==> config.mk <==
export PLATFORM = sky130hd
export DESIGN_NAME = pattern_merge_pipe
export DESIGN_NICKNAME = d
export VERILOG_FILES = /design/src/rtl/pattern_merge_pkg.sv /design/src/rtl/pattern_merge_stage.sv /design/src/rtl/pattern_merge_pipe.sv
export SDC_FILE = /design/constraint.sdc
export NUM_CORES = 1
export LEC_CHECK = 0
export CORE_MARGIN = 2
export CORE_UTILIZATION = 60
export CTS_CLUSTER_SIZE = 14
export DETAILED_ROUTE_END_ITERATION = 6
export MAX_ROUTING_LAYER = met4
export PLACE_DENSITY_LB_ADDON = 0.15
export SYNTH_ARGS = -nofsm -noshare
export SYNTH_HDL_FRONTEND = slang
export SYNTH_HIERARCHICAL = 1
export SYNTH_SLANG_ARGS = --single-unit
==> constraint.sdc <==
create_clock -name blif_clk_net -period 5.4 [get_ports blif_clk_net]
set_input_delay 1.62 -clock blif_clk_net [delete_from_list [all_inputs] [get_ports blif_clk_net]]
set_output_delay 1.62 -clock blif_clk_net [all_outputs]
set_load 0.03 [all_outputs]
==> src/rtl/pattern_merge_pkg.sv <==
// ----------------------------------------------------------------------------
// pattern_merge_pkg
// Shared definitions for the pattern-merge pipeline:
//   pm_mode_e    - per-stage ring pattern selector
//   pm_apply     - ring pattern applied to a word of 'width' bits
//   pm_sig_next  - rolling signature update (rotate-left by one, then XOR)
// Functions work on PM_MAX_W-bit containers; callers zero-extend their word,
// pass their real width, and size-cast the result back.
// ----------------------------------------------------------------------------
package pattern_merge_pkg;

   localparam int PM_MAX_W = 64;

   typedef enum logic [1:0] {
      PM_NAND = 2'd0,
      PM_NOR  = 2'd1,
      PM_XOR  = 2'd2,
      PM_PASS = 2'd3
   } pm_mode_e;

   // y[i] = op(x[i], x[(i+1) mod width])
   function automatic logic [PM_MAX_W-1:0] pm_apply(input pm_mode_e               mode,
                                                     input logic [PM_MAX_W-1:0]    word,
                                                     input int                     width);
      logic [PM_MAX_W-1:0] w_nb;
      logic [PM_MAX_W-1:0] w_y;
      // Right shift lines up x[i+1] under x[i]; the top bit wraps to x[0].
      w_nb            = word >> 1;
      w_nb[width-1]   = word[0];
      case (mode)
         PM_NAND: w_y = ~(word & w_nb);
         PM_NOR:  w_y = ~(word | w_nb);
         PM_XOR:  w_y = word ^ w_nb;
         default: w_y = word;
      endcase
      return w_y;
   endfunction

   // sig' = rotl(sig, 1) ^ data; sig must be zero above 'width'.
   function automatic logic [PM_MAX_W-1:0] pm_sig_next(input logic [PM_MAX_W-1:0] sig,
                                                        input logic [PM_MAX_W-1:0] data,
                                                        input int                  width);
      return ((sig << 1) | (sig >> (width - 1))) ^ data;
   endfunction

endpackage

==> src/rtl/pattern_merge_stage.sv <==
// ----------------------------------------------------------------------------
// pattern_merge_stage
// One elastic valid/ready register slice. On load it applies the ring pattern
// selected by i_mode[1:0] to the upstream word and keeps the remaining mode
// bits (shifted down by two) for the stages that follow.
// Ports:
//   i_clk, i_rst_n     clock, async active-low reset
//   i_valid, i_data    upstream word
//   i_mode             modes still to be applied, this stage in bits [1:0]
//   o_ready            this slice can load (to upstream)
//   i_ready            downstream can accept
//   o_valid, o_data    registered word
//   o_mode             remaining modes travelling with the word
// ----------------------------------------------------------------------------
module pattern_merge_stage
   import pattern_merge_pkg::*;
#(
   parameter int WIDTH  = 8,
   parameter int MODE_W = 6
) (
   input  logic              i_clk,
   input  logic              i_rst_n,
   input  logic              i_valid,
   input  logic [WIDTH-1:0]  i_data,
   input  logic [MODE_W-1:0] i_mode,
   output logic              o_ready,
   input  logic              i_ready,
   output logic              o_valid,
   output logic [WIDTH-1:0]  o_data,
   output logic [MODE_W-1:0] o_mode
);

   logic              r_valid;
   logic [WIDTH-1:0]  r_data;
   logic [MODE_W-1:0] r_mode;
   logic [WIDTH-1:0]  w_next_data;

   assign o_ready     = !r_valid || i_ready;
   assign w_next_data = WIDTH'(pm_apply(pm_mode_e'(i_mode[1:0]), PM_MAX_W'(i_data), WIDTH));

   // NOTE: state uses non-blocking assignments, and the data/mode registers are
   // reset too so an empty pipeline presents all-zero outputs.
   always_ff @(posedge i_clk or negedge i_rst_n) begin
      if (!i_rst_n) begin
         r_valid <= 1'b0;
         r_data  <= '0;
         r_mode  <= '0;
      end else if (o_ready) begin
         r_valid <= i_valid;
         if (i_valid) begin
            r_data <= w_next_data;
            r_mode <= i_mode >> 2;
         end
      end
   end

   assign o_valid = r_valid;
   assign o_data  = r_data;
   assign o_mode  = r_mode;

endmodule

==> src/rtl/pattern_merge_pipe.sv <==
// ----------------------------------------------------------------------------
// pattern_merge_pipe
// STAGES-deep chain of elastic pattern stages with an output-side rolling
// signature and saturating accepted-word counter.
// Ports:
//   blif_clk_net, blif_reset_net   clock, async active-low reset
//   in_valid/in_ready/in_data      input handshake (in_ready is combinational)
//   cfg_mode                       per-stage modes, captured with the word
//   out_valid/out_ready/out_data   output handshake (last stage register)
//   sig_clear                      synchronous clear of sig_out and word_cnt
//   sig_out, word_cnt              signature and saturating word count
//   busy                           any stage holds a word
// WIDTH must be in 2..64.
// ----------------------------------------------------------------------------
module pattern_merge_pipe
   import pattern_merge_pkg::*;
#(
   parameter int WIDTH  = 8,
   parameter int STAGES = 3,
   parameter int CNT_W  = 16
) (
   input  logic                  blif_clk_net,
   input  logic                  blif_reset_net,
   input  logic                  in_valid,
   output logic                  in_ready,
   input  logic [WIDTH-1:0]      in_data,
   input  logic [2*STAGES-1:0]   cfg_mode,
   output logic                  out_valid,
   input  logic                  out_ready,
   output logic [WIDTH-1:0]      out_data,
   input  logic                  sig_clear,
   output logic [WIDTH-1:0]      sig_out,
   output logic [CNT_W-1:0]      word_cnt,
   output logic                  busy
);

   localparam int MODE_W = 2 * STAGES;

   // Index s is the input side of stage s; index STAGES is the output side.
   logic              w_valid [0:STAGES];
   logic              w_ready [0:STAGES];
   logic [WIDTH-1:0]  w_data  [0:STAGES];
   logic [MODE_W-1:0] w_mode  [0:STAGES];

   logic [WIDTH-1:0]  r_sig;
   logic [CNT_W-1:0]  r_cnt;
   logic              w_out_fire;

   assign w_valid[0]      = in_valid;
   assign w_data[0]       = in_data;
   assign w_mode[0]       = cfg_mode;
   assign w_ready[STAGES] = out_ready;
   assign in_ready        = w_ready[0];

   for (genvar s = 0; s < STAGES; s++) begin : g_stage
      pattern_merge_stage #(
         .WIDTH  (WIDTH),
         .MODE_W (MODE_W)
      ) u_stage (
         .i_clk   (blif_clk_net),
         .i_rst_n (blif_reset_net),
         .i_valid (w_valid[s]),
         .i_data  (w_data[s]),
         .i_mode  (w_mode[s]),
         .o_ready (w_ready[s]),
         .i_ready (w_ready[s+1]),
         .o_valid (w_valid[s+1]),
         .o_data  (w_data[s+1]),
         .o_mode  (w_mode[s+1])
      );
   end

   assign out_valid  = w_valid[STAGES];
   assign out_data   = w_data[STAGES];
   assign w_out_fire = out_valid && out_ready;

   // NOTE: the default before the loop keeps this purely combinational (no latch).
   always_comb begin
      busy = 1'b0;
      for (int s = 1; s <= STAGES; s++) begin
         busy = busy | w_valid[s];
      end
   end

   // Clear has priority over a coincident handshake: that word is neither
   // hashed nor counted.
   always_ff @(posedge blif_clk_net or negedge blif_reset_net) begin
      if (!blif_reset_net) begin
         r_sig <= '0;
         r_cnt <= '0;
      end else if (sig_clear) begin
         r_sig <= '0;
         r_cnt <= '0;
      end else if (w_out_fire) begin
         r_sig <= WIDTH'(pm_sig_next(PM_MAX_W'(r_sig), PM_MAX_W'(out_data), WIDTH));
         if (r_cnt != '1) begin
            r_cnt <= r_cnt + CNT_W'(1);
         end
      end
   end

   assign sig_out  = r_sig;
   assign word_cnt = r_cnt;

endmodule

Word-level counts from Yosys, hierarchy flattened
Cells that the tools add are included.
W data, S select, Z words.
- add/sub/neg operators: 1
- eq/ne operators: 7
- mux-type cells: 8
- bitwise operators: 19
- reductions and logical operators: 16
- operators with widths (operator ; number):
    $pmux W8 S3 ; 3
    $mux W16 ; 3
    $not A8 Y8 ; 6
    $xor A8 B8 Y8 ; 4
    $and A8 B8 Y8 ; 3
    $or A8 B8 Y8 ; 3
    $add A16 B1 Y16 const B ; 1
    $mux W8 ; 2
    $ne A16 B16 Y1 const B ; 1
    $or A8 B1 Y8 ; 1
    $reduce_and A2 Y1 ; 4
    $eq A2 B1 Y1 const B ; 3
    $eq A2 B2 Y1 const B ; 3
    $logic_not A2 Y1 ; 3
    $reduce_bool A2 Y1 ; 2
    $logic_not A1 Y1 ; 3
    $logic_or A1 B1 Y1 ; 3
    $or A1 B1 Y1 ; 2
    $logic_and A1 B1 Y1 ; 1
- register bits: 57
- bits of input ports: 19
- output and inout bits: 35
- logic and storage cells: 61

Logic depth before layout (Yosys ltp)
- word-level depth: 5
- mapped depth: 6
- mapped depth without buffers: 5

Hierarchy
Netlist, hierarchy kept.
- by module, submodules not included (module ; times used ; cells an instance ; area each (µm²) ; seq. area each (µm²)):
    pattern_merge_stage ; 3 ; 74 ; 963.4 ; 325.3
    pattern_merge_pipe ; 1 ; 135 ; 1313.8 ; 600.6

Least setup slack after synthesis
Ideal clock, no wire load.
- kind: input -> output
- start point: input port out_ready
- end point: output port in_ready
- arrival time: 2.243 ns
- data required time: 3.780 ns
- slack: 1.537 ns
- stages: 3
- buffers on the path: 0
- cells stage by stage: nand2b_1 nand2b_1 nand2b_1
- RTL lines (item ; line ; RTL):
    from (decl) ; pattern_merge_pipe.sv:29 ; input logic out_ready,
    to (decl) ; pattern_merge_pipe.sv:25 ; output logic in_ready,

==> impl_metrics.csv <==
group,metric,value,unit
status,outcome,"completed",
run,maxCapViolations,0,
synth,synth.avg_cell_area,11.7,um^2
pwr,p_leak,0.00203,uW
cts,clkSlewWorstSetupHoldPaths,0.06,ns
place,port_buffers,53,
critical_path,startpoint_type,"input pin",
critical_path,crit_path_frequent_cell,"nand2b_1",
timing,tns,0,ns
grt,overflow,0,
timing,hold_violations,0,
critical_path,critPathMaxFanout,3,
routing,firstDrtPassIters,4,
timing,fin_crit,4.90,ns
floorplanning,initial_core_util,61.9,%
critical_path,slowest_stage,"clkdlybuf4s50_1",
grt,antenna_found_initial,0,
floorplanning,core-area,0.00635,mm^2
routing,drt_first_iter_violations,119,
pwr,powerDensity,361,mW/mm^2
routing,routed_via_density,5.78,
routing,routed_wirelength,6.68,mm
timing,relSlewSlack,34.6,%
routing,vias,2698,
timing,rsz0062_at_grt,"no",
cts,cts_buffers,9,
critical_path,worstPathRequired,3.78,ns
synth,yosys_warnings,6,
cts,htreeDepth,3,
synth,syn_nets,404,
critical_path,slowest_delay,0.68,ns
routing,drc,0,
final_layout,area_growth,17.1,%
cts,cts_resized,0,
critical_path,crit_chain,"clkdlybuf4s50_1 > nand2b_1 > nand2b_1 > nand2b_1 > clkdlybuf4s50_1",
cts,cts_buffer_depth,2,
grt,grt_usage,21.0,%
timing,slew_viol_final,0,
critical_path,cp_top_family,"buffers and inverters",
cts,clock_latency,0.33,ns
final_layout,drive_above_1_share,19.5,%
cts,numClockSinks,57,
grt,grt_pass1_vias,2624,
final_layout,finalNetCount,454,
grt,grt_pass1_wl,11.9,mm
critical_path,end_kind,"output pin",
pwr,ir_worst_vdd,266,uV
timing,max_slew.worst_pin.slew,0.979,ns
timing,max_freq,204,MHz
timing,setup_viol,0,
timing,finClkSkew,0.00951,ns
routing,routedWlPerCell,14.3,um
routing,drt.antenna.violating_nets,0,
timing,fin_hold_ws,0.512,ns
synth,syn_area,0.00393,mm^2
cts,cts_tree,"done",
place,dp_hpwl,5.03,mm
floorplanning,io_pins,54,
critical_path,cp.arrival,3.28,ns
cts,ctsHoldBuffers,0,
floorplanning,die_w,84.9,um
grt,grt_max_degree,58,
cts,cts_root_buffer,"clkbuf_8",
critical_path,path_class,"in2out",
floorplanning,num_rows,29,
place,routabilityCongestion,0.776,
timing,period_share,90.8,%
floorplanning,dieArea,0.00721,mm^2
floorplanning,die_height,84.9,um
cts,postCtsSetupRepairBufs,0,
synth,synthCells,336,
final_layout,diodes,0,
min_path,hp-class,"reg2reg",
critical_path,critical_path_buf_inv_count,2,
-- through the flow --
| stage | power, uW | std cells | setup WS (ns) | area [um^2] | util, % |
|---|---|---|---|---|---|
| after floorplan | 1140 | 336 | 1.54 | 3930 | - |
| after global placement | 1300 | 452 | 0.502 | 4440 | 69.9 |
| after CTS | 1680 | 467 | 0.486 | 4600 | 72.5 |
| after detailed placement | 1330 | 452 | 0.510 | 4440 | 69.9 |
| after global routing | 1780 | 467 | 0.358 | 4600 | 72.5 |
| final | 1660 | 467 | 0.496 | 4600 | 72.5 |
-- cells in the final DEF (no fill, tap or decap), types with 2 or more instances in the layout --
| cell type | n |
|---|---|
| nand2_1 | 11 |
| nor2b_1 | 2 |
| clkinv_2 | 4 |
| xnor2_1 | 8 |
| a21oi_1 | 15 |
| nor2_1 | 11 |
| buf_4 | 2 |
| nand3_1 | 5 |
| dfrtp_1 | 57 |
| clkdlybuf4s50_1 | 52 |
| clkbuf_8 | 10 |
| and3_1 | 2 |
| nor3_1 | 2 |
| nand4_1 | 5 |
| inv_1 | 50 |
| a211oi_1 | 8 |
| o31ai_1 | 9 |
| ha_1 | 49 |
| or3_1 | 3 |
| nand2b_1 | 8 |
| mux4_2 | 24 |
| mux2_2 | 32 |
| or4_1 | 10 |
-- layout make-up --
| class | count | area [um^2] |
|---|---|---|
| multi-input combinational | 213 | 2190 |
| tap | 77 | 96.3 |
| sequential | 57 | 1430 |
| clock inverter | 4 | 20.0 |
| inverter | 50 | 188 |
| fill | 442 | 1750 |
| clock buffer | 11 | 141 |
| timing repair buffer | 55 | 541 |
-- sequential cells by signal, indices dropped and copies added (netlist names) --
register / flops
g_stage.u_stage/o_valid: 3
sig_out: 8
word_cnt: 16
g_stage.u_stage/o_mode: 6
g_stage.u_stage/o_data: 24
-- worst paths after layout --
check / startpoint / to / slack, ns / cells past startpoint
setup / recovery: out_ready / in_ready / 0.50 / 5
hold / removal: g_stage[0].u_stage/o_mode[2]$_DFFE_PN0P_ / g_stage[0].u_stage/o_mode[2]$_DFFE_PN0P_ / 0.51 / 1
setup reg to reg: word_cnt[0]$_DFFE_PN0P_ / word_cnt[0]$_DFFE_PN0P_ / 2.93 / 5
hold reg to reg: g_stage[0].u_stage/o_mode[2]$_DFFE_PN0P_ / g_stage[0].u_stage/o_mode[2]$_DFFE_PN0P_ / 0.51 / 1
max in group asynchronous: blif_reset_net / word_cnt[2]$_DFFE_PN0P_ / 3.49 / 2
min in group asynchronous: blif_reset_net / sig_out[1]$_DFFE_PN0P_ / 1.42 / 2
-- power breakdown --
part,internal (uW),leakage (uW),total [uW],switching [uW]
logic,385,0.00124,672,288
registers,525,0.000708,652,126
clock network,173,0.0000887,334,161
total,1080,0.00203,1660,576
-- metal layers --
layer  part of all wire, %  global-route usage, %  vias up
li1                      -                      -     1305
met1                    44                   25.6     1332
met2                    52                   35.4       55
met3                   3.7                   4.38        6
met4                  0.99                   6.06        0
met5                     0                      -        -
-- worst reg2reg max path: cells and delay by family, from the launching register on --
kind	cells	cell delay, ns
AOI/OAI and AO/OA	1	0.24
adders and majority gates	1	0.31
DFF	1	0.45
muxes	1	0.32
and+or+nand+nor	2	1.04
(Power assumes the default switching activity.)
